<file path="src/rtl/pong_if.sv">
// Pong engine port bundle: frame/button/pixel inputs, colour and game status outputs.
// Latency: none, wires only.
// Backpressure: none; the engine consumes every pixel coordinate and frame tick it sees.
interface pong_if;
  logic        frame_tick;
  logic        start;
  logic        l_up;
  logic        l_dn;
  logic        r_up;
  logic        r_dn;
  logic [9:0]  x;
  logic [9:0]  y;
  logic [23:0] color;
  logic [2:0]  state;
  logic [3:0]  score_l;
  logic [3:0]  score_r;
  logic        winner;
  logic        point_pulse;

  // Driven side: video timing plus buttons; observes the engine outputs.
  modport master (
    output frame_tick, start, l_up, l_dn, r_up, r_dn, x, y,
    input  color, state, score_l, score_r, winner, point_pulse
  );

  // Engine side.
  modport slave (
    input  frame_tick, start, l_up, l_dn, r_up, r_dn, x, y,
    output color, state, score_l, score_r, winner, point_pulse
  );
endinterface

</file>
<file path="src/rtl/pong_engine.sv">
// Two-player Pong: paddles, ball physics, scoring FSM and pixel renderer.
// Latency: colour 1 cycle after x/y; game state steps once per frame_tick.
// Backpressure: none; frame_tick and pixel coordinates are always accepted.
module pong_engine #(
  parameter int SCREEN_WIDTH  = 640,
  parameter int SCREEN_HEIGHT = 480,
  parameter int PADDLE_SIZE   = 64,
  parameter int PADDLE_WIDTH  = 8,
  parameter int PADDLE_STEP   = 4,
  parameter int BALL_SIZE     = 8,
  parameter int BALL_SPEED    = 2,
  parameter int SCORE_MAX     = 9,
  parameter int SERVE_DELAY   = 60
) (
  input logic   clk_25mhz,
  input logic   reset,
  pong_if.slave bus
);

  typedef enum logic [2:0] {
    S_IDLE  = 3'd0,
    S_SERVE = 3'd1,
    S_PLAY  = 3'd2,
    S_POINT = 3'd3,
    S_OVER  = 3'd4
  } state_t;

  // All geometry is compared in 11 bits so sums of 10-bit positions never wrap.
  localparam logic [10:0] W      = 11'(SCREEN_WIDTH);
  localparam logic [10:0] H      = 11'(SCREEN_HEIGHT);
  localparam logic [10:0] PS     = 11'(PADDLE_SIZE);
  localparam logic [10:0] PW     = 11'(PADDLE_WIDTH);
  localparam logic [10:0] PSTEP  = 11'(PADDLE_STEP);
  localparam logic [10:0] BS     = 11'(BALL_SIZE);
  localparam logic [10:0] BSPD   = 11'(BALL_SPEED);
  localparam logic [10:0] NET_L  = 11'(SCREEN_WIDTH / 2 - 1);
  localparam logic [10:0] NET_R  = 11'(SCREEN_WIDTH / 2);
  localparam logic [9:0]  PY_MAX = 10'(SCREEN_HEIGHT - PADDLE_SIZE);
  localparam logic [9:0]  PY_MID = 10'((SCREEN_HEIGHT - PADDLE_SIZE) / 2);
  localparam logic [9:0]  BX_MID = 10'((SCREEN_WIDTH - BALL_SIZE) / 2);
  localparam logic [9:0]  BY_MID = 10'((SCREEN_HEIGHT - BALL_SIZE) / 2);
  localparam logic [9:0]  BY_MAX = 10'(SCREEN_HEIGHT - BALL_SIZE);
  localparam logic [9:0]  BX_LHIT = 10'(PADDLE_WIDTH);
  localparam logic [9:0]  BX_RHIT = 10'(SCREEN_WIDTH - PADDLE_WIDTH - BALL_SIZE);
  localparam logic [3:0]  SMAX   = 4'(SCORE_MAX);
  localparam logic [15:0] SDELAY = 16'(SERVE_DELAY);

  state_t      r_state;
  logic [3:0]  r_score_l;
  logic [3:0]  r_score_r;
  logic        r_winner;
  logic        r_point_pulse;
  logic        r_scorer;      // 0 = left scored last point, 1 = right
  logic [23:0] r_color;
  logic [9:0]  r_pl_y;
  logic [9:0]  r_pr_y;
  logic [9:0]  r_ball_x;
  logic [9:0]  r_ball_y;
  logic        r_dir_x;       // 1 = moving right
  logic        r_dir_y;       // 1 = moving down
  logic [15:0] r_serve_cnt;

  logic [10:0] w_bx, w_by, w_pl, w_pr, w_x, w_y;
  logic [9:0]  w_bx_nxt, w_by_nxt;
  logic        w_dx_nxt, w_dy_nxt;
  logic        w_miss, w_scorer;
  logic        w_in_ball, w_in_pl, w_in_pr, w_in_net;

  assign w_bx = {1'b0, r_ball_x};
  assign w_by = {1'b0, r_ball_y};
  assign w_pl = {1'b0, r_pl_y};
  assign w_pr = {1'b0, r_pr_y};
  assign w_x  = {1'b0, bus.x};
  assign w_y  = {1'b0, bus.y};

  assign bus.state       = r_state;
  assign bus.score_l     = r_score_l;
  assign bus.score_r     = r_score_r;
  assign bus.winner      = r_winner;
  assign bus.point_pulse = r_point_pulse;
  assign bus.color       = r_color;

  // Paddle step: up saturates at 0, down at the bottom edge, both/none hold.
  function automatic logic [9:0] paddle_next(input logic [9:0] py, input logic up,
                                             input logic dn);
    logic [10:0] down_y;
    down_y = {1'b0, py} + PSTEP;
    if (up && !dn) return ({1'b0, py} >= PSTEP) ? py - PSTEP[9:0] : 10'd0;
    if (dn && !up) return (down_y > {1'b0, PY_MAX}) ? PY_MAX : down_y[9:0];
    return py;
  endfunction

  // One frame of ball motion against walls and the paddles as they stand now.
  always_comb begin
    w_bx_nxt = r_ball_x;
    w_by_nxt = r_ball_y;
    w_dx_nxt = r_dir_x;
    w_dy_nxt = r_dir_y;
    w_miss   = 1'b0;
    w_scorer = 1'b0;
    if (!r_dir_y) begin
      if (w_by < BSPD) begin
        w_by_nxt = 10'd0;
        w_dy_nxt = 1'b1;
      end else begin
        w_by_nxt = 10'(w_by - BSPD);
      end
    end else begin
      if (w_by + BS + BSPD > H) begin
        w_by_nxt = BY_MAX;
        w_dy_nxt = 1'b0;
      end else begin
        w_by_nxt = 10'(w_by + BSPD);
      end
    end
    if (!r_dir_x) begin
      if (w_bx < PW + BSPD) begin
        if ((w_by + BS > w_pl) && (w_by < w_pl + PS)) begin
          w_bx_nxt = BX_LHIT;
          w_dx_nxt = 1'b1;
        end else begin
          w_miss   = 1'b1;
          w_scorer = 1'b1;
        end
      end else begin
        w_bx_nxt = 10'(w_bx - BSPD);
      end
    end else begin
      if (w_bx + BS + BSPD > W - PW) begin
        if ((w_by + BS > w_pr) && (w_by < w_pr + PS)) begin
          w_bx_nxt = BX_RHIT;
          w_dx_nxt = 1'b0;
        end else begin
          w_miss   = 1'b1;
          w_scorer = 1'b0;
        end
      end else begin
        w_bx_nxt = 10'(w_bx + BSPD);
      end
    end
  end

  // Game FSM: paddles, ball, scores and serve timing, all registered.
  always_ff @(posedge clk_25mhz or posedge reset) begin
    if (reset) begin
      r_state       <= S_IDLE;
      r_score_l     <= 4'd0;
      r_score_r     <= 4'd0;
      r_winner      <= 1'b0;
      r_point_pulse <= 1'b0;
      r_scorer      <= 1'b0;
      r_pl_y        <= PY_MID;
      r_pr_y        <= PY_MID;
      r_ball_x      <= BX_MID;
      r_ball_y      <= BY_MID;
      r_dir_x       <= 1'b1;
      r_dir_y       <= 1'b1;
      r_serve_cnt   <= 16'd0;
    end else begin
      r_point_pulse <= 1'b0;
      if (bus.frame_tick && r_state != S_OVER) begin
        r_pl_y <= paddle_next(r_pl_y, bus.l_up, bus.l_dn);
        r_pr_y <= paddle_next(r_pr_y, bus.r_up, bus.r_dn);
      end
      case (r_state)
        S_IDLE: begin
          if (bus.start) begin
            r_state     <= S_SERVE;
            r_serve_cnt <= SDELAY;
          end
        end
        S_SERVE: begin
          if (bus.frame_tick) begin
            if (r_serve_cnt <= 16'd1) begin
              r_state     <= S_PLAY;
              r_serve_cnt <= 16'd0;
            end else begin
              r_serve_cnt <= r_serve_cnt - 16'd1;
            end
          end
        end
        S_PLAY: begin
          if (bus.frame_tick) begin
            if (w_miss) begin
              // Ball freezes where it crossed the goal line.
              r_state       <= S_POINT;
              r_point_pulse <= 1'b1;
              r_scorer      <= w_scorer;
              if (w_scorer) r_score_r <= r_score_r + 4'd1;
              else          r_score_l <= r_score_l + 4'd1;
            end else begin
              r_ball_x <= w_bx_nxt;
              r_ball_y <= w_by_nxt;
              r_dir_x  <= w_dx_nxt;
              r_dir_y  <= w_dy_nxt;
            end
          end
        end
        S_POINT: begin
          if ((r_scorer ? r_score_r : r_score_l) == SMAX) begin
            r_state  <= S_OVER;
            r_winner <= r_scorer;
          end else begin
            // Serve toward whoever conceded, with the vertical direction flipped.
            r_state     <= S_SERVE;
            r_ball_x    <= BX_MID;
            r_ball_y    <= BY_MID;
            r_dir_x     <= ~r_scorer;
            r_dir_y     <= ~r_dir_y;
            r_serve_cnt <= SDELAY;
          end
        end
        S_OVER: begin
          if (bus.start) begin
            r_state     <= S_SERVE;
            r_score_l   <= 4'd0;
            r_score_r   <= 4'd0;
            r_ball_x    <= BX_MID;
            r_ball_y    <= BY_MID;
            r_serve_cnt <= SDELAY;
          end
        end
        default: r_state <= S_IDLE;
      endcase
    end
  end

  assign w_in_ball = (r_state != S_OVER) && (w_x >= w_bx) && (w_x < w_bx + BS) &&
                     (w_y >= w_by) && (w_y < w_by + BS);
  assign w_in_pl   = (w_x < PW) && (w_y >= w_pl) && (w_y < w_pl + PS);
  assign w_in_pr   = (w_x >= W - PW) && (w_x < W) && (w_y >= w_pr) && (w_y < w_pr + PS);
  assign w_in_net  = ((w_x == NET_L) || (w_x == NET_R)) && !bus.y[4];

  // Pixel colour, ball over paddles over net over background.
  always_ff @(posedge clk_25mhz or posedge reset) begin
    if (reset) begin
      r_color <= 24'h000000;
    end else if (w_in_ball || w_in_pl || w_in_pr) begin
      r_color <= 24'hFFFFFF;
    end else if (w_in_net) begin
      r_color <= 24'h808080;
    end else begin
      r_color <= 24'h000000;
    end
  end

endmodule

</file>
<file path="src/flat_wrapper.sv">
// flat-port wrapper written by rule: the top's interface ports become plain ports
module pong_engine_flat 
#(
  parameter int SCREEN_WIDTH  = 640,
  parameter int SCREEN_HEIGHT = 480,
  parameter int PADDLE_SIZE   = 64,
  parameter int PADDLE_WIDTH  = 8,
  parameter int PADDLE_STEP   = 4,
  parameter int BALL_SIZE     = 8,
  parameter int BALL_SPEED    = 2,
  parameter int SCORE_MAX     = 9,
  parameter int SERVE_DELAY   = 60
)
  (clk_25mhz, reset, bus_frame_tick, bus_start, bus_l_up, bus_l_dn, bus_r_up, bus_r_dn, bus_x, bus_y, bus_color, bus_state, bus_score_l, bus_score_r, bus_winner, bus_point_pulse);
  pong_if bus_i ();
  input logic clk_25mhz;
  input logic reset;
  input wire logic [$bits(bus_i.frame_tick)-1:0] bus_frame_tick;
  input wire logic [$bits(bus_i.start)-1:0] bus_start;
  input wire logic [$bits(bus_i.l_up)-1:0] bus_l_up;
  input wire logic [$bits(bus_i.l_dn)-1:0] bus_l_dn;
  input wire logic [$bits(bus_i.r_up)-1:0] bus_r_up;
  input wire logic [$bits(bus_i.r_dn)-1:0] bus_r_dn;
  input wire logic [$bits(bus_i.x)-1:0] bus_x;
  input wire logic [$bits(bus_i.y)-1:0] bus_y;
  output wire logic [$bits(bus_i.color)-1:0] bus_color;
  output wire logic [$bits(bus_i.state)-1:0] bus_state;
  output wire logic [$bits(bus_i.score_l)-1:0] bus_score_l;
  output wire logic [$bits(bus_i.score_r)-1:0] bus_score_r;
  output wire logic [$bits(bus_i.winner)-1:0] bus_winner;
  output wire logic [$bits(bus_i.point_pulse)-1:0] bus_point_pulse;
  assign bus_i.frame_tick = bus_frame_tick;
  assign bus_i.start = bus_start;
  assign bus_i.l_up = bus_l_up;
  assign bus_i.l_dn = bus_l_dn;
  assign bus_i.r_up = bus_r_up;
  assign bus_i.r_dn = bus_r_dn;
  assign bus_i.x = bus_x;
  assign bus_i.y = bus_y;
  assign bus_color = bus_i.color;
  assign bus_state = bus_i.state;
  assign bus_score_l = bus_i.score_l;
  assign bus_score_r = bus_i.score_r;
  assign bus_winner = bus_i.winner;
  assign bus_point_pulse = bus_i.point_pulse;
  pong_engine #(.SCREEN_WIDTH(SCREEN_WIDTH), .SCREEN_HEIGHT(SCREEN_HEIGHT), .PADDLE_SIZE(PADDLE_SIZE), .PADDLE_WIDTH(PADDLE_WIDTH), .PADDLE_STEP(PADDLE_STEP), .BALL_SIZE(BALL_SIZE), .BALL_SPEED(BALL_SPEED), .SCORE_MAX(SCORE_MAX), .SERVE_DELAY(SERVE_DELAY)) u_core (.clk_25mhz(clk_25mhz), .reset(reset), .bus(bus_i));
endmodule
</file>
<file path="config.mk">
export PLATFORM = sky130hd
export DESIGN_NAME = pong_engine_flat
export DESIGN_NICKNAME = d
export VERILOG_FILES = /design/src/rtl/pong_if.sv /design/src/rtl/pong_engine.sv /design/src/flat_wrapper.sv
export SDC_FILE = /design/constraint.sdc
export NUM_CORES = 1
export LEC_CHECK = 0
export ABC_AREA = 1
export BUFFER_PORTS_ARGS = -buffer_cell sky130_fd_sc_hd__buf_2
export CAP_MARGIN = 0
export CORE_ASPECT_RATIO = 2
export CORE_MARGIN = 2
export CORE_UTILIZATION = 50
export CTS_CLUSTER_DIAMETER = 120
export DETAILED_ROUTE_END_ITERATION = 6
export MAX_ROUTING_LAYER = met4
export PLACE_DENSITY = 0.71
export SYNTH_ARGS = -nofsm -noshare
export SYNTH_HDL_FRONTEND = slang
export SYNTH_SLANG_ARGS = --single-unit
</file>
<file path="constraint.sdc">
create_clock -name clk_25mhz -period 3.9 [get_ports clk_25mhz]
set_clock_uncertainty 0.15 [all_clocks]
set_input_delay 0 -clock clk_25mhz [delete_from_list [all_inputs] [get_ports clk_25mhz]]
set_output_delay 0 -clock clk_25mhz [all_outputs]
set_load 0.01 [all_outputs]
</file>
# Word level (Yosys, flattened, before mapping)
# Cells that the tools add are included.
word_totals:
  output_inout_bits: 37
  word_cells: 209
  register_bits: 96
classes:
  magnitude_cmp: 24
  reduce_logical: 44
  n_eq_ne: 20
  mux: 88
  bitwise: 2
  addsub: 17
op_table:
  columns: ["op", "count"]
  rows:
  - ["2-to-1 mux 10 bit", 28]
  - ["less-than comparator 10 x 11 -> 1 bit", 6]
  - ["2-to-1 mux 16 bit", 4]
  - ["case mux 10 bit (3 select lines)", 2]
  - ["2-to-1 mux 24 bit", 2]
  - ["case mux 16 bit (3 select lines)", 1]
  - [">= comparator 10 bit", 4]
  - ["> comparator 11 x 9 -> 1 bit, second input constant", 3]
  - ["2-to-1 mux 1 bit", 32]
  - ["2-to-1 mux 4 bit", 8]
  - ["adder 10 x 3 -> 11 bit, second input constant", 2]
  - ["adder 10 x 4 -> 11 bit, second input constant", 2]
  - ["adder 10 x 7 -> 11 bit, second input constant", 2]
  - ["adder 11 x 2 -> 11 bit, second input constant", 2]
  - ["> comparator 11 x 10 -> 1 bit", 2]
  - ["adder 10 x 2 -> 10 bit, second input constant", 2]
  - ["== test 10 x 9 -> 1 bit, second input constant", 2]
  - [">= comparator 10 x 3 -> 1 bit, second input constant", 2]
  - ["less-than comparator 10 x 4 -> 1 bit, second input constant", 2]
  - ["AND reduction 5 bit", 4]
  - ["subtractor 10 x 2 -> 10 bit, second input constant", 2]
  - ["subtractor 10 x 3 -> 10 bit, second input constant", 2]
  - ["2-to-1 mux 3 bit", 6]
  - ["logical AND 1 bit", 17]
  - ["other kinds (30)", 56]

# Longest topological paths before layout
# Gate-level depths: netlist of run 1.
depth:
  ltp_word: 10
  mapped_depth: 21
  ltp_nobuf: 19

# Least setup slack after synthesis of run 1
# OpenSTA, ideal clock, no wires.
synth_timing:
  kind: "register -> register"
  startpoint: "reg u_core.r_ball_y[5]"
  endpoint: "reg u_core.r_ball_y[1]"
  n_path_buf: 2
  path_stages_with_launch: 21
  slack_ns: 0.926
  period_less_slack_ns: 2.974
  t_arrival_ns: 2.708
  path_cell_list: "dfstp_2 > buf_2 > nand2_2 > nor2_4 > xor2_1 > inv_1 > ha_1 > a21o_1 > nor2_1 > nor2_1 > nor2_1 > nand2_1 > nand3_1 > nand2_1 > inv_1 > nand3_4 > nand3_4 > nor2_8 > buf_6 > nand2_1 > nand2_1"
synth_between:
  elab_chain_cells: 8
synth_rtl:
  columns: ["item", "line_no", "text"]
  rows:
  - ["start: declaration", "pong_engine.sv:58", "logic [9:0] r_ball_y;"]
  - ["start signal: assignment", "pong_engine.sv:193", "r_ball_y <= w_by_nxt;"]
  - ["adder 10 x 4 -> 11 bit", "pong_engine.sv:109, pong_engine.sv:118, pong_engine.sv:130", null]
  - ["adder 11 x 2 -> 11 bit (tied with other cells)", "pong_engine.sv:109", "if (w_by + BS + BSPD > H) begin"]
  - ["> comparator 11 x 9 -> 1 bit (tied with other cells)", "pong_engine.sv:109", null]
  - ["2-to-1 mux 10 bit (tied with other cells)", "pong_engine.sv:109", null]
  - ["2-to-1 mux 10 bit (tied with other cells)", "pong_engine.sv:101", "if (!r_dir_y) begin"]
  - ["2-to-1 mux 10 bit / 2-to-1 mux 1 bit (equally long branches)", "pong_engine.sv:184, pong_engine.sv:116", null]
  - ["2-to-1 mux 10 bit / != test 2 bit (equally long branches)", null, null]
  - ["case mux 10 bit (3 select lines) / AND reduction 5 bit (equally long branches)", null, null]
# Parallel ways exist; a longest one is shown, timed or not. The select of a mux whose other input is x is not followed.
# A chain may end at the register's enable or synchronous reset.

# Final worst setup path of run 1
layout_timing:
  startpoint: "reg u_core.r_ball_y[3]"
  endpoint: "reg u_core.r_ball_y[8]"
# The elaborated chain is that of the path after synthesis.

==> results.sh, run 1 <==
export IMPL_status="completed"
export IMPL_crit_top_cell="nand2_1"
export IMPL_io_buffers=64
export IMPL_overflow=0
export IMPL_critical_path_max_fanout=18
export IMPL_syn_nets=1388
export IMPL_slowest_delay_ps=670
export IMPL_cts_tree="yes"
export IMPL_dieWidth_um=95.68
export IMPL_worstReg2RegEnd="u_core.r_ball_y[8]$_DFFE_PP0P_"
export IMPL_n_antenna_cell=0
export IMPL_routedWlPerCell_um=15.45
export IMPL_syn_area_mm2=0.008404
export IMPL_final_util_pct=54.79
export IMPL_via_per_inst=5.654
export IMPL_fin_cells=1492
export IMPL_holdWs_ps=5.672
export IMPL_num_io_pins=65
export IMPL_grt_setup_unrepaired="false"
export IMPL_dpl_worst_slack_ps=405.6
export IMPL_htreeDepth=3
export IMPL_hold_viol_final=0
export IMPL_critPathLaunchType="flip-flop"
export IMPL_syn_avg_cell_area_um2=6.789
export IMPL_ir_drop_uv=414.5
export IMPL_place_area_mm2=0.008720
export IMPL_drtAntennaViolNets=0
export IMPL_dieArea_mm2=0.01792
export IMPL_met1_length_um=10240
export IMPL_period_needed_ps=3559
export IMPL_drt_initial_drc_count=665
export IMPL_syn_inst=1238
export IMPL_design_area_mm2=0.009095
export IMPL_critPathCaptureType="flip-flop"
export IMPL_path_clk_slew_ps=60
export IMPL_cts_sinks=72
export IMPL_via_count=8436
export IMPL_ys_types=49
export IMPL_drv_slew=0
export IMPL_nets=1430
export IMPL_slew_headroom_pct=34.24
export IMPL_die_y_um=187.4
export IMPL_dr_wl_met2_um=10840
export IMPL_hold_path_class="in -> reg"
export IMPL_dp_cells=1469
export IMPL_yosysWarningCount=0
export IMPL_grt_pass1_vias=7890
export IMPL_holdCritStartpoint="bus_x[3]"
export IMPL_start_util_pct=50.63
export IMPL_gp_congestion=0.9926
export IMPL_worst_path_max_delay_cell="dfstp_2"
export IMPL_dr_wl_met3_um=1313
export IMPL_fp_coreArea_mm2=0.01660
export IMPL_fmax_ghz=0.2810
export IMPL_min_period_over_period_pct=91.25
export IMPL_drive_above_1_share_pct=10.74
export IMPL_ctsResizeCount=0
export IMPL_area_growth_syn_to_layout_pct=8.218
export IMPL_hold_depth=5
export IMPL_worst_slew_pin_slew_ps=985.0
export IMPL_r2r_worst_path_cells=19
export IMPL_cts_buffers=9
export IMPL_rows=67
export IMPL_highest_layer="met4"
export IMPL_drv_cap=0
export IMPL_clock_tree_root_cell="clkbuf_16"
export IMPL_antenna_found_initial=0
export IMPL_drc=0
export IMPL_finalSetupViolations=0
export IMPL_r2r_start="u_core.r_ball_y[3]$_DFFE_PP1P_"
export IMPL_final_setup_tns_ps=0
export IMPL_power_total_mw=7.095
export IMPL_grt_util_all_layers_pct=27.11
export IMPL_holdPathEnd="u_core.bus.color[22]$_DFF_PP0_"
export IMPL_clockBufferDepth=2
export IMPL_r2r_setup_slack_ps=340
export IMPL_synth_seq_area_share_pct=21.71
export IMPL_post_route_worst_setup_slack_ps=341.2
export IMPL_required_ps=4040
export IMPL_grt_pass1_wl_um=37920
export IMPL_grt_max_degree=45
export IMPL_power_leakage_nw=4.763
export IMPL_hpwl_um=17930
export IMPL_power_density_mw_per_mm2=780.1
export IMPL_critPathKind="reg -> reg"
export IMPL_arrival_ps=3690
export IMPL_firstDrtPassIters=5
export IMPL_ys_ff_latch=72
export IMPL_clk_latency_ps=350
export IMPL_crit_chain="inv_2 -> nor2_4 -> xor2_1 -> inv_1 -> ha_1 -> nand2_1 -> a21oi_1 -> nor2_1 -> nor2_1 -> nor2_1 -> nand2_1 -> nand3_1 -> nand2_1 -> inv_1 -> nand3_4 -> nand3_4 -> nor2_8 -> nand2_1 -> nand2_1"
export IMPL_wl_um=23060
-- where the power goes --
part           switching [mW]  internal, mW  leakage [nW]
Clock                   0.358         0.514         0.141
Combinational            2.92          1.70          3.73
Sequential              0.516          1.09         0.889
Total                    3.79          3.30          4.76
-- critical path: cells and delay by family (launching register included) --
kind / cells / cell delay [ps]
simple gates: 13 / 1410
flops: 1 / 670
xor+xnor: 1 / 400
buf+inv: 3 / 360
fa+ha+maj: 1 / 350
compound gates: 1 / 120
-- cell usage after synthesis, drive strengths merged --
library cell    n  area share (%)
nand2         304              14
inv           156             7.0
nor2          128             6.1
ha            122              18
o21ai          85             5.2
nand3          80             5.3
a21oi          74             4.4
dfrtp          54              16
xor2           42             4.4
buf            35             3.1
nand4          35             2.8
dfstp          18             5.6
nor3           17             1.0
o211ai         11            0.98
clkbuf         10            0.48
or2            10            0.74
nor4            9            0.67
o21a            7            0.63
a211oi          5            0.45
a22oi           5            0.45
a21o            3            0.27
a31oi           3            0.22
o2111ai         3            0.31
o21bai          3            0.27
and3            2            0.15
clkinv          2           0.089
nand3b          2            0.18
nor3b           2            0.18
o221ai          2            0.21
xnor2           2            0.21
a21boi          1           0.089
a311oi          1            0.10
and2            1           0.074
o22a            1            0.10
o22ai           1           0.074
o41ai           1            0.10
or4             1           0.089
-- flip-flops by register name, summed over array words and instances (netlist names), 2 cells and up --
register,cells
u_core.r_pl_y,10
u_core.bus.score_l,4
u_core.bus.state,3
u_core.r_serve_cnt,16
u_core.r_pr_y,10
u_core.bus.score_r,4
u_core.r_ball_x,9
u_core.r_ball_y,9
u_core.bus.color,2
-- timing repair --
action,in CTS,in global routing
hold endpoints to repair,43,0
hold buffers,7,0
buffers inserted,0,0
-- worst max-delay path by stage --
stage / from / cells past startpoint / end
finish: u_core.r_ball_y[3]$_DFFE_PP1P_ / 19 / u_core.r_ball_y[8]$_DFFE_PP0P_
global route: u_core.r_ball_y[3]$_DFFE_PP1P_ / 19 / u_core.r_ball_y[5]$_DFFE_PP1P_
CTS: u_core.r_ball_y[3]$_DFFE_PP1P_ / 19 / u_core.r_ball_y[8]$_DFFE_PP0P_
detailed placement: u_core.r_ball_y[3]$_DFFE_PP1P_ / 19 / u_core.r_ball_y[9]$_DFFE_PP0P_
global placement: u_core.r_ball_y[3]$_DFFE_PP1P_ / 18 / u_core.r_ball_y[8]$_DFFE_PP0P_
floorplan: u_core.r_ball_y[5]$_DFFE_PP1P_ / 20 / u_core.r_ball_y[1]$_DFFE_PP0P_
-- layer usage --
metal	GRT usage, %	vias to the layer above
met5	-	-
li1	-	4174
met1	35.79	3923
met4	9.176	0
met2	43.03	299
met3	2.659	40
-- layout make-up --
class | count | area, µm²
Fill cell | 1629 | 7503
Multi-Input combinational cell | 963 | 5685
Sequential cell | 72 | 1824
Inverter | 158 | 593.1
Timing Repair Buffer | 76 | 427.9
Tap cell | 207 | 259.0
Clock buffer | 10 | 239.0
Clock inverter | 6 | 66.31
-- kinds of logic after synthesis --
family / count (synthesis) / synth area share, %
adders and majority gates: 122 / 18.16
DFF: 72 / 21.71
and+or+nand+nor: 591 / 31.09
xor gates and xnor gates: 44 / 4.585
AOI/OAI and AO/OA: 206 / 13.82
buffers and inverters: 203 / 10.64
-- cells in the final DEF (no fill, tap or decap), drive strengths merged, types with 9 or more instances in the layout --
cell type	n
nand4	35
or2	10
nor2	128
dfstp	18
inv	157
nand3	80
nor3	17
o21ai	85
a21oi	74
xor2	42
dfrtp	54
o211ai	11
buf	69
clkbuf	10
nand2	304
ha	122
nor4	9
Power figures use the tool's default switching activity.
==> run 2: changes to the inputs <==
CORE_ASPECT_RATIO = 1.2   (was 2)
==> results.sh, run 2 (synthesis results as in run 1) <==
export IMPL_antenna_found_initial=0
export IMPL_cts_tree="yes"
export IMPL_crit_top_cell="nand2_1"
export IMPL_fmax_ghz=0.2986
export IMPL_hpwl_um=17700
export IMPL_fp_coreArea_mm2=0.01634
export IMPL_fin_cells=1500
export IMPL_p_seq_share_pct=22.2
export IMPL_crit_chain="inv_2 -> nor2_4 -> xor2_1 -> inv_1 -> ha_1 -> nand2_1 -> a21oi_1 -> nor2_1 -> nor2_1 -> nor2_1 -> nand2_1 -> nand3_1 -> nand2_1 -> inv_1 -> nand3_4 -> nand3_4 -> nor2_8 -> nand2_1 -> nand2_1"
export IMPL_critical_path_max_fanout=18
export IMPL_layout_common_cells="nand2_1 (297), inv_1 (149), nor2_1 (125), ha_1 (122), o21ai_0 (82)"
export IMPL_power_total_mw=7.114
export IMPL_nets=1433
export IMPL_nFillCells=1594
export IMPL_dieArea_mm2=0.01787
export IMPL_wl_um=22330
export IMPL_met1_length_um=9674
export IMPL_via_per_inst=5.462
export IMPL_min_period_over_period_pct=85.87
export IMPL_worst_slew_pin_slew_ps=592.3
export IMPL_drv_slew=0
export IMPL_area_growth_syn_to_layout_pct=8.888
export IMPL_drv_cap=0
export IMPL_p_sw_share_pct=52.83
export IMPL_path_buf_inv=3
export IMPL_cp_top_family="simple AND/OR/NAND/NOR gates"
export IMPL_grt_pass1_vias=7790
export IMPL_grt_pass1_wl_um=37110
export IMPL_start_util_pct=51.45
export IMPL_drt_initial_drc_count=483
export IMPL_clockBufferDepth=2
export IMPL_ir_drop_uv=355.2
export IMPL_highest_layer="met4"
export IMPL_gp_congestion=0.9551
export IMPL_firstDrtPassIters=7
export IMPL_dieWidth_um=122.4
export IMPL_io_buffers=64
export IMPL_overflow=0
export IMPL_power_frac_comb_pct=64.6
export IMPL_slowest_delay_ps=650
export IMPL_critPathKind="reg -> reg"
export IMPL_ctsResizeCount=0
export IMPL_period_needed_ps=3349
export IMPL_htreeDepth=3
export IMPL_via_count=8193
export IMPL_reg_top3="u_core.r_serve_cnt x16, u_core.r_pl_y x10, u_core.r_pr_y x10"
export IMPL_violations="DRC"
export IMPL_rows=51
export IMPL_routedWlPerCell_um=14.89
export IMPL_arrival_ps=3490
export IMPL_grt_util_all_layers_pct=26.30
export IMPL_critPathCaptureType="flip-flop"
export IMPL_drtAntennaViolNets=0
export IMPL_regMostFlops="u_core.r_serve_cnt"
export IMPL_dr_wl_met3_um=760
export IMPL_largest_reg_flops=16
export IMPL_drive_above_1_share_pct=10.79
export IMPL_post_cts_buffers=0
export IMPL_place_area_mm2=0.008733
export IMPL_cts_sinks=72
export IMPL_p_sw_mw=3.758
export IMPL_design_area_mm2=0.009151
export IMPL_hold_path_class="in -> async"
export IMPL_worst_path_max_delay_cell="dfstp_2"
export IMPL_clock_tree_root_cell="clkbuf_16"
export IMPL_grt_max_degree=34
export IMPL_drc=2
export IMPL_power_frac_clock_pct=13.1
export IMPL_hold_viol_final=0
export IMPL_clk_latency_ps=350
export IMPL_p_int_mw=3.356
export IMPL_power_leakage_nw=4.802
export IMPL_slew_headroom_pct=60.27
export IMPL_path_clk_slew_ps=60
export IMPL_critPathLaunchType="flip-flop"
export IMPL_dr_wl_met2_um=11130
export IMPL_layout_commonest_cell="nand2_1"
export IMPL_cts_buffers=9
export IMPL_final_setup_tns_ps=0
export IMPL_n_antenna_cell=0
export IMPL_required_ps=4040
export IMPL_power_density_mw_per_mm2=777.4
export IMPL_status="finished, violations left"
export IMPL_die_y_um=146.0
export IMPL_dp_cells=1475
export IMPL_finalSetupViolations=0
export IMPL_num_io_pins=65
export IMPL_grt_setup_unrepaired="false"
run 2: changes by cell type in the layout (fill, tap and decap cells not counted), sizes merged:
cell         before  now
bufinv            1    2
clkinvlp          3    0
dlygate4sd3       7    9
buf              69   70
inv             157  158
clkinv            3    5
clkbuf           10    9
run 2: worst register-to-register path, delay by kind of cell, from the launching register on:
family,cells,cell delay [ps]
compound gates,1,130
xor+xnor,1,330
fa+ha+maj,1,340
buf+inv,3,330
flops,1,650
simple gates,13,1360
run 2: worst paths after layout:
| path | startpoint | endpoint | slack [ps] | cells past startpoint |
|---|---|---|---|---|
| max in group asynchronous | reset | u_core.r_ball_y[2]$_DFFE_PP1P_ | 2750 | 4 |
| setup reg to reg | u_core.r_ball_y[3]$_DFFE_PP1P_ | u_core.r_ball_x[3]$_DFFE_PP1P_ | 550 | 19 |
| hold reg to reg | u_core.bus.winner$_DFFE_PP0P_ | u_core.bus.winner$_DFFE_PP0P_ | 360 | 2 |
| setup / recovery | u_core.r_ball_y[3]$_DFFE_PP1P_ | u_core.r_ball_x[3]$_DFFE_PP1P_ | 550 | 19 |
| hold / removal | reset | u_core.bus.score_l[3]$_DFFE_PP0P_ | 30 | 3 |
| min in group clk_25mhz | bus_r_up | u_core.r_pr_y[3]$_DFFE_PP0P_ | 30 | 4 |
run 2: power by group through the flow:
stage | Sequential [mW] | Clock [mW] | Combinational [mW]
2_1_floorplan | 1.35 | 0 | 3.68
3_3_place_gp | 1.58 | 0 | 4.46
3_5_place_dp | 1.58 | 0 | 4.53
4_1_cts | 1.57 | 0.949 | 4.58
5_1_grt | 1.64 | 0.982 | 5.26
6_report | 1.58 | 0.934 | 4.60
run 2: area by class of cell:
type                       instances  area (µm²)  area share [%]
clock buffer                       9       225.2           2.461
clock inverter                     7       102.6           1.121
inverter                         158       593.1           6.481
multi-input combinational        963        5685           62.13
sequential                        72        1824           19.93
tap                              212       265.3           2.899
timing repair buffer              79       455.4           4.977
run 2: per-stage QoR:
step	worst slack (ps)	hold slack, ps	utilization, %
final	551.2	28.79	56.02
after global routing	316.7	83.31	56.02
after CTS	592.5	32.31	56.02
after detailed placement	615.5	-135.1	53.46
after global placement	722.2	-139.4	53.46
after floorplan	926.0	-14.09	-
run 2: metal layers:
layer	vias up	GRT usage (%)
met1	3771	31.03
met4	0	11.32
met3	56	3.125
met5	-	-
met2	171	44.61
li1	4195	-
run 2: timing repair:
item / CTS / global route
hold buffers: 9 / 0
hold endpoints to repair: 51 / 0
endpoints found under the setup margin: 0 / 0
==> run 3: changes to the inputs <==
CORE_MARGIN = unset   (was 2)
HOLD_SLACK_MARGIN = 0.08   (was unset)
PLACE_DENSITY = 0.74   (was 0.71)
clock period = 3 ns   (was 3.9 ns; I/O delays follow)
==> results.sh, run 3 (synthesis results as in run 1) <==
export IMPL_status="finished, violations left"
export IMPL_violations="setup timing"
export IMPL_place_area_mm2=0.009091
export IMPL_dpl_worst_slack_ps=-72.61
export IMPL_reg_top3="u_core.r_serve_cnt x16, u_core.r_pl_y x10, u_core.r_pr_y x10"
export IMPL_fmax_ghz=0.3280
export IMPL_dieWidth_um=120.4
export IMPL_nFillCells=1554
export IMPL_n_antenna_cell=0
export IMPL_path_clk_slew_ps=60
export IMPL_power_frac_clock_pct=10.2
export IMPL_clock_tree_root_cell="clkbuf_16"
export IMPL_clockBufferDepth=2
export IMPL_p_seq_share_pct=19.8
export IMPL_cts_tree="yes"
export IMPL_cts_buffers=9
export IMPL_seq_area_mm2=0.001826
export IMPL_clk_latency_ps=350
export IMPL_hold_viol_final=0
export IMPL_hpwl_um=18500
export IMPL_critPathLaunchType="flip-flop"
export IMPL_grt_util_all_layers_pct=28.41
export IMPL_hold_path_class="in -> reg"
export IMPL_fp_coreArea_mm2=0.01634
export IMPL_arrival_ps=3140
export IMPL_design_area_mm2=0.009774
export IMPL_via_count=8676
export IMPL_r2r_setup_slack_ps=-50
export IMPL_nets=1498
export IMPL_num_io_pins=65
export IMPL_layout_commonest_cell="nand2_1"
export IMPL_critical_path_max_fanout=5
export IMPL_dieArea_mm2=0.01733
export IMPL_path_buf_inv=1
export IMPL_area_growth_syn_to_layout_pct=16.30
export IMPL_worstReg2RegEnd="u_core.r_ball_x[6]$_DFFE_PP0P_"
export IMPL_drt_initial_drc_count=659
export IMPL_ir_drop_uv=369.6
export IMPL_grt_max_degree=35
export IMPL_drive_above_1_share_pct=16.78
export IMPL_grt_pass1_wl_um=38220
export IMPL_p_int_mw=4.735
export IMPL_slew_headroom_pct=37.22
export IMPL_period_needed_ps=3049
export IMPL_power_frac_comb_pct=70.0
export IMPL_wl_um=24090
export IMPL_start_util_pct=51.45
export IMPL_antenna_found_initial=0
export IMPL_layout_common_cells="nand2_1 (290), inv_1 (145), nor2_1 (122), ha_1 (117), o21ai_0 (80)"
export IMPL_largest_reg_flops=16
export IMPL_io_buffers=64
export IMPL_firstDrtPassIters=6
export IMPL_crit_chain="ha_4 -> nand3_1 -> xor2_1 -> inv_1 -> ha_1 -> nand4_1 -> nor3_2 -> nand4_1 -> nand3_2 -> nand3_4 -> nand3_4 -> nor2_4 -> nand2_1 -> nand2_1"
export IMPL_multi_input_area_mm2=0.005866
export IMPL_post_route_worst_setup_slack_ps=-49.13
export IMPL_required_ps=3090
export IMPL_drc=0
export IMPL_grt_setup_unrepaired="true"
export IMPL_grt_pass1_vias=8031
export IMPL_worst_slew_pin_slew_ps=938.3
export IMPL_fin_cells=1565
export IMPL_cp_top_family="simple AND/OR/NAND/NOR gates"
export IMPL_htreeDepth=3
export IMPL_p_sw_share_pct=52.28
export IMPL_crit_start="u_core.r_ball_y[3]$_DFFE_PP1P_"
export IMPL_via_per_inst=5.544
export IMPL_routedWlPerCell_um=15.39
export IMPL_path_depth=14
export IMPL_gp_congestion=1.000
export IMPL_drv_cap=0
export IMPL_power_leakage_nw=5.100
export IMPL_critPathKind="reg -> reg"
export IMPL_cts_sinks=72
export IMPL_slowest_delay_ps=620
export IMPL_rows=51
export IMPL_dp_cells=1521
export IMPL_drv_slew=0
export IMPL_worst_path_max_delay_cell="dfstp_2"
export IMPL_p_sw_mw=5.187
export IMPL_die_y_um=144.0
export IMPL_crit_end="u_core.r_ball_x[6]$_DFFE_PP0P_"
export IMPL_final_util_pct=59.83
export IMPL_r2r_worst_path_cells=14
export IMPL_drtAntennaViolNets=0
export IMPL_power_density_mw_per_mm2=1015
export IMPL_regMostFlops="u_core.r_serve_cnt"
export IMPL_finalSetupViolations=12
export IMPL_r2r_start="u_core.r_ball_y[3]$_DFFE_PP1P_"
export IMPL_critPathCaptureType="flip-flop"
export IMPL_min_period_over_period_pct=101.6
export IMPL_overflow=0
run 3: cell count changes in the layout (fill, tap and decap cells not counted), sizes merged:
cell	previous run	this run
buf	70	129
clkinvlp	0	2
dlygate4sd3	9	12
inv	158	157
nor2	128	131
clkbuf	9	10
bufinv	2	0
run 3: tightest hold or removal path: stages:
cell     delay (ps)
buf_2           100
inv_1            50
ha_1            120
nor2_1          130
o21ai_0         170
run 3: cell type report:
| cell class | instances | share of cell area [%] |
|---|---|---|
| multi-input combinational | 966 | 60.01 |
| sequential | 72 | 18.68 |
| timing repair buffer | 141 | 9.703 |
| inverter | 158 | 6.119 |
| tap | 212 | 2.714 |
| clock buffer | 10 | 2.343 |
| clock inverter | 6 | 0.4352 |
run 3: what timing repair did:
item / 4_1_cts / 5_1_grt
pin swaps: 7 / 15
buffers inserted: 2 / 11
gates resized for setup: 8 / 32
hold endpoints to repair: 75 / 0
cloned: 3 / 0
endpoints found under the setup margin: 22 / 32
hold buffers: 12 / 0
run 3: per-stage QoR:
| step | hold WS, ps | total power, mW | TNS (ps) |
|---|---|---|---|
| after detailed placement | -120.8 | 8.377 | -1036 |
| after global placement | -123.3 | 8.280 | 0 |
| final | 114.1 | 9.923 | -317.8 |
| after floorplan | -14.09 | 6.541 | 0 |
| after global routing | 146.5 | 10.89 | -3741 |
| after CTS | 85.11 | 9.570 | 0 |
run 3: how the worst min path moves through the flow:
stage               depth (start not counted)  slack, ps                                 to      startpoint
global placement                            2       -120  u_core.bus.score_l[2]$_DFFE_PP0P_           reset
CTS                                         5         90       u_core.r_pl_y[7]$_DFFE_PP1P_        bus_l_up
detailed placement                          2       -120  u_core.bus.score_l[2]$_DFFE_PP0P_           reset
finish                                      5        110       u_core.r_pr_y[2]$_DFFE_PP0P_        bus_r_dn
global route                                5        150       u_core.r_pl_y[8]$_DFFE_PP0P_        bus_l_up
floorplan                                   2        -10   u_core.bus.point_pulse$_DFF_PP0_  bus_frame_tick
run 3: per-layer routing:
| layer | up-vias | wire [µm] | global-route usage, % |
|---|---|---|---|
| li1 | 4328 | - | - |
| met4 | 0 | 807 | 11.96 |
| met5 | - | 0 | - |
| met1 | 4042 | 9966 | 31.63 |
| met3 | 57 | 873 | 3.352 |
| met2 | 249 | 12440 | 51.33 |
run 3: power by group through the flow:
| stage | Combinational (mW) | Sequential (mW) | Clock [mW] |
|---|---|---|---|
| detailed placement | 6.43 | 1.95 | 0 |
| floorplan | 4.78 | 1.76 | 0 |
| global route | 7.80 | 2.02 | 1.08 |
| CTS | 6.60 | 1.94 | 1.04 |
| finish | 6.94 | 1.97 | 1.01 |
| global placement | 6.33 | 1.95 | 0 |
